**src/rtl/univ_reg.sv**
```systemverilog
// Universal WIDTH-bit register: load, shift, rotate and count,
// with a registered shift-out / carry / borrow flag.
module univ_reg #(
  parameter int WIDTH     = 8,
  parameter     RESET_VAL = 0
) (
  input  logic             clk,
  input  logic             rst_n,
  input  logic             en,
  input  logic             clr,
  input  logic [2:0]       mode,
  input  logic [WIDTH-1:0] D,
  input  logic             sin,
  output logic [WIDTH-1:0] Q,
  output logic             flag
);

  localparam logic [WIDTH-1:0] RST_V = WIDTH'(RESET_VAL);

  typedef enum logic [2:0] {
    M_HOLD = 3'b000,
    M_LOAD = 3'b001,
    M_SHL  = 3'b010,
    M_SHR  = 3'b011,
    M_ROTL = 3'b100,
    M_ROTR = 3'b101,
    M_INC  = 3'b110,
    M_DEC  = 3'b111
  } mode_e;

  logic [WIDTH-1:0] q_q, q_d;
  logic             flag_q, flag_d;
  mode_e            mode_s;

  assign mode_s = mode_e'(mode);

  always_comb begin
    q_d    = q_q;
    flag_d = flag_q;
    if (clr) begin
      q_d    = RST_V;
      flag_d = 1'b0;
    end else if (en) begin
      unique case (mode_s)
        M_HOLD: ;
        M_LOAD: begin
          q_d    = D;
          flag_d = 1'b0;
        end
        M_SHL: begin
          q_d    = {q_q[WIDTH-2:0], sin};
          flag_d = q_q[WIDTH-1];
        end
        M_SHR: begin
          q_d    = {sin, q_q[WIDTH-1:1]};
          flag_d = q_q[0];
        end
        M_ROTL: begin
          q_d    = {q_q[WIDTH-2:0], q_q[WIDTH-1]};
          flag_d = q_q[WIDTH-1];
        end
        M_ROTR: begin
          q_d    = {q_q[0], q_q[WIDTH-1:1]};
          flag_d = q_q[0];
        end
        // Carry / borrow come out of the widened add / subtract
        M_INC: {flag_d, q_d} = {1'b0, q_q} + {{WIDTH{1'b0}}, 1'b1};
        M_DEC: {flag_d, q_d} = {1'b0, q_q} - {{WIDTH{1'b0}}, 1'b1};
        default: ;
      endcase
    end
  end

  always_ff @(posedge clk or negedge rst_n) begin
    if (!rst_n) begin
      q_q    <= RST_V;
      flag_q <= 1'b0;
    end else begin
      q_q    <= q_d;
      flag_q <= flag_d;
    end
  end

  assign Q    = q_q;
  assign flag = flag_q;

endmodule

```
**config.mk**
```make
export PLATFORM = sky130hd
export DESIGN_NAME = univ_reg
export DESIGN_NICKNAME = d
export VERILOG_FILES = /design/src/rtl/univ_reg.sv
export SDC_FILE = /design/constraint.sdc
export NUM_CORES = 1
export LEC_CHECK = 0
export CELL_PAD_IN_SITES_DETAIL_PLACEMENT = 0
export CELL_PAD_IN_SITES_GLOBAL_PLACEMENT = 1
export CORE_MARGIN = 2
export CORE_UTILIZATION = 37
export CTS_CLUSTER_DIAMETER = 40
export DETAILED_ROUTE_END_ITERATION = 8
export PLACE_DENSITY = 0.83
export SLEW_MARGIN = 20
export SYNTH_ARGS = -nofsm -noshare
export SYNTH_HDL_FRONTEND = slang
export SYNTH_SLANG_ARGS = --single-unit
```
**constraint.sdc**
```tcl
create_clock -name clk -period 3.43 [get_ports clk]
set_input_delay 0.686 -clock clk [delete_from_list [all_inputs] [get_ports clk]]
set_output_delay 0.686 -clock clk [all_outputs]
set_load 0.01 [all_outputs]
```
==> flow_summary.json <==
{
  "whs_ns": 0.505,
  "dp_hpwl_um": 2080,
  "cts.sinks": 9,
  "pre_cts_slack_ns": 0.722,
  "fp.dieW_um": 56.5,
  "dp.cells": 182,
  "yosysUniqueCellTypes": 45,
  "overflow": 0,
  "fin_skew_ns": 0.00702,
  "drive_above_1_share_pct": 5.81,
  "synth-seq-area-share_pct": 22.1,
  "max_freq_ghz": 0.408,
  "worstHoldEndpoint": "flag$_DFFE_PN0P_",
  "leakagePower_nw": 0.508,
  "insertion_delay_ns": 0.26,
  "holdBufCountCts": 0,
  "clock-root-buffer": "clkbuf_4",
  "drc": 0,
  "cp-start-kind": "input pin",
  "synthSimpleGateAreaFrac_pct": 27.5,
  "syn-cell-area_um2": 1020,
  "syn_area_per_cell_um2": 7.39,
  "die_area_um2": 3190,
  "reg2reg_slack_ns": 1.34,
  "drtPass1Iterations": 4,
  "hold_path.class": "reg -> reg",
  "cts_tree": "yes",
  "peakVddDrop_v": 0.000200,
  "synth_nets": 156,
  "wl_per_cell_um": 14.9,
  "synthCells": 138,
  "ant_nets": 0,
  "grt_pass1_wl_um": 4750,
  "drt_iter0_drc": 47,
  "ctsLongestPathBuffers": 2,
  "finalNonFillerCells": 186,
  "finalPower_mw": 0.423,
  "synth_top_family_by_area": "compound AO/OA/AOI/OAI gates",
  "antenna_found_initial": 0,
  "gp_congestion": 0.891,
  "htreeDepth": 1,
  "finalMaxSlewViolations": 0,
  "fillCellCount": 255,
  "start_util_pct": 38.0,
  "grt_usage_pct": 18.2,
  "crit_arrival_ns": 2.60,
  "ys.flop_type": "dfrtp_1",
  "async_reset_ff_share_pct": 100,
  "cts-resized-gates": 0,
  "post_synth_xor_area_fraction_pct": 2.58,
  "outcome": "complete, no violations",
  "multi_input_area_um2": 716,
  "critPathKind": "in -> reg",
  "ff_latch_area_um2": 225,
  "reg2reg_to": "Q[7]$_DFFE_PN0P_",
  "hold_viol": 0,
  "diodes": 0,
  "maxCapViolCount": 0,
  "syn2layout_area_growth_pct": 25.5,
  "grt_pass1_vias": 1016,
  "ys_ff_latch": 9,
  "setup_tns_ns": 0,
  "layout.nets": 174,
  "grt_start_max_net_pins": 22,
  "hp-start": "flag$_DFFE_PN0P_",
  "finalCritPeriodShare_pct": 71.4,
  "synth_mux_area_share_pct": 8.83,
  "drt_wl_total_um": 2760,
  "finalCriticalPeriod_ns": 2.45,
  "critPathCaptureType": "flip-flop",
  "fp.coreArea_um2": 2690,
  "port_buffers": 24,
  "cp.required_ns": 3.58,
  "powerDensity_nw_per_um2": 330,
  "die_y_um": 56.5,
  "synth-adder-area-share_pct": 2.45,
  "via_per_inst": 5.94,
  "synth-edff-count": 0,
  "timing.rr.start": "Q[5]$_DFFE_PN0P_",
  "yosys_warnings": 0,
  "worst_slew_pin_slew_ns": 0.459,
  "setup_viol": 0,
  "slew_headroom_pct": 69.4,
  "io_pins": 25,
  "r2r_cells": 5,
  "num_vias": 1104,
  "synth_compound_area_share_pct": 28.8,
  "setup_slack_ns": 0.980,
  "holdPathStages": 2,
  "rsz0062_at_grt": "false",
  "post_cts_buffers": 0,
  "crit_path_max_fanout": 19,
  "cts_made_buffers": 3,
  "clk_pin_slew_ns": 0.06,
  "rows": 19
}
[logic make-up (layout without fill, tap and decap cells)]
family	after synthesis	count (layout)
adder cells (fa/ha/maj)	2	2
buffers and inverters	17	34
XOR/XNOR	3	3
flip-flops	9	9
multiplexers	9	9
AO/OA/AOI/OAI	46	46
AND/OR/NAND/NOR	52	52
[Yosys cell counts, drive strengths merged, types with 4 or more instances]
master  count  share of area, %
clkbuf      7               2.6
mux2i       9               8.8
nand2b      7               4.3
nor2b       4               2.5
nor2       14               5.2
o21ai       9               4.4
a21oi      17               8.7
nand2       7               2.6
buf         7               4.0
nor3        5               2.5
dfrtp       9                22
[metal layers]
layer  global-route usage [%]  share of wire [%]
met1                     25.6                 47
met2                     28.9                 46
met3                     2.07                6.1
met4                     5.78                1.0
met5                        0                  0
[flip-flops by register name (all words and copies together) (netlist names)]
signal	count
Q	8
flag	1
[worst max-delay path by stage]
| stage | start | to | cells past startpoint |
|---|---|---|---|
| after CTS | mode[0] | Q[3]$_DFFE_PN0P_ | 6 |
| after global routing | mode[0] | Q[3]$_DFFE_PN0P_ | 6 |
| after detailed placement | mode[0] | Q[3]$_DFFE_PN0P_ | 6 |
| after floorplan | mode[1] | Q[6]$_DFFE_PN0P_ | 6 |
| after global placement | mode[0] | Q[3]$_DFFE_PN0P_ | 6 |
| final | mode[0] | Q[3]$_DFFE_PN0P_ | 6 |
[layout make-up]
type	count	area share, %
flip-flops and latches	9	17.6
inverters	3	0.880
multi-input cells	112	55.9
repair buffers	27	20.5
well taps	31	3.03
clock buffers	4	2.05
[report_power, final]
| group | switching, mW | internal [mW] | leakage [nW] | total [mW] |
|---|---|---|---|---|
| Clock | 0.0358 | 0.0448 | 0.0150 | 0.0806 |
| Combinational | 0.0847 | 0.0996 | 0.372 | 0.184 |
| Sequential | 0.0384 | 0.120 | 0.120 | 0.158 |
| Total | 0.159 | 0.264 | 0.508 | 0.423 |
[critical path, stage by stage]
cell             delay, ns
clkdlybuf4s50_1       0.64
buf_4                 0.31
nor3b_1               0.36
mux2i_1               0.14
and3_1                0.20
a221o_1               0.25
[placed cells by master, fill, tap and decap left out, types with 2 or more instances in the layout]
cell type | Yosys | final
clkdlybuf4s50_1 | 0 | 24
a21oi_1 | 16 | 16
nor2_1 | 14 | 14
dfrtp_1 | 9 | 9
mux2i_1 | 9 | 9
o21ai_0 | 9 | 9
nand2b_1 | 7 | 7
nand2_1 | 7 | 7
nor3_1 | 5 | 5
nor2b_1 | 4 | 4
inv_1 | 3 | 3
a31oi_1 | 3 | 3
nor4_1 | 3 | 3
clkbuf_4 | 0 | 3
buf_4 | 1 | 3
a221oi_1 | 2 | 2
and2_1 | 2 | 2
xnor2_1 | 2 | 2
a22o_1 | 2 | 2
a211oi_1 | 2 | 2
a21o_1 | 2 | 2
ha_1 | 2 | 2
[stage by stage]
stage	utilization, %	cell area [um2]
after detailed placement	46.7	1250
final	47.6	1280
after CTS	47.6	1280
after global routing	47.6	1280
after global placement	46.7	1250
after floorplan	-	1020
Note: power is estimated with default switching activity, not from simulation.
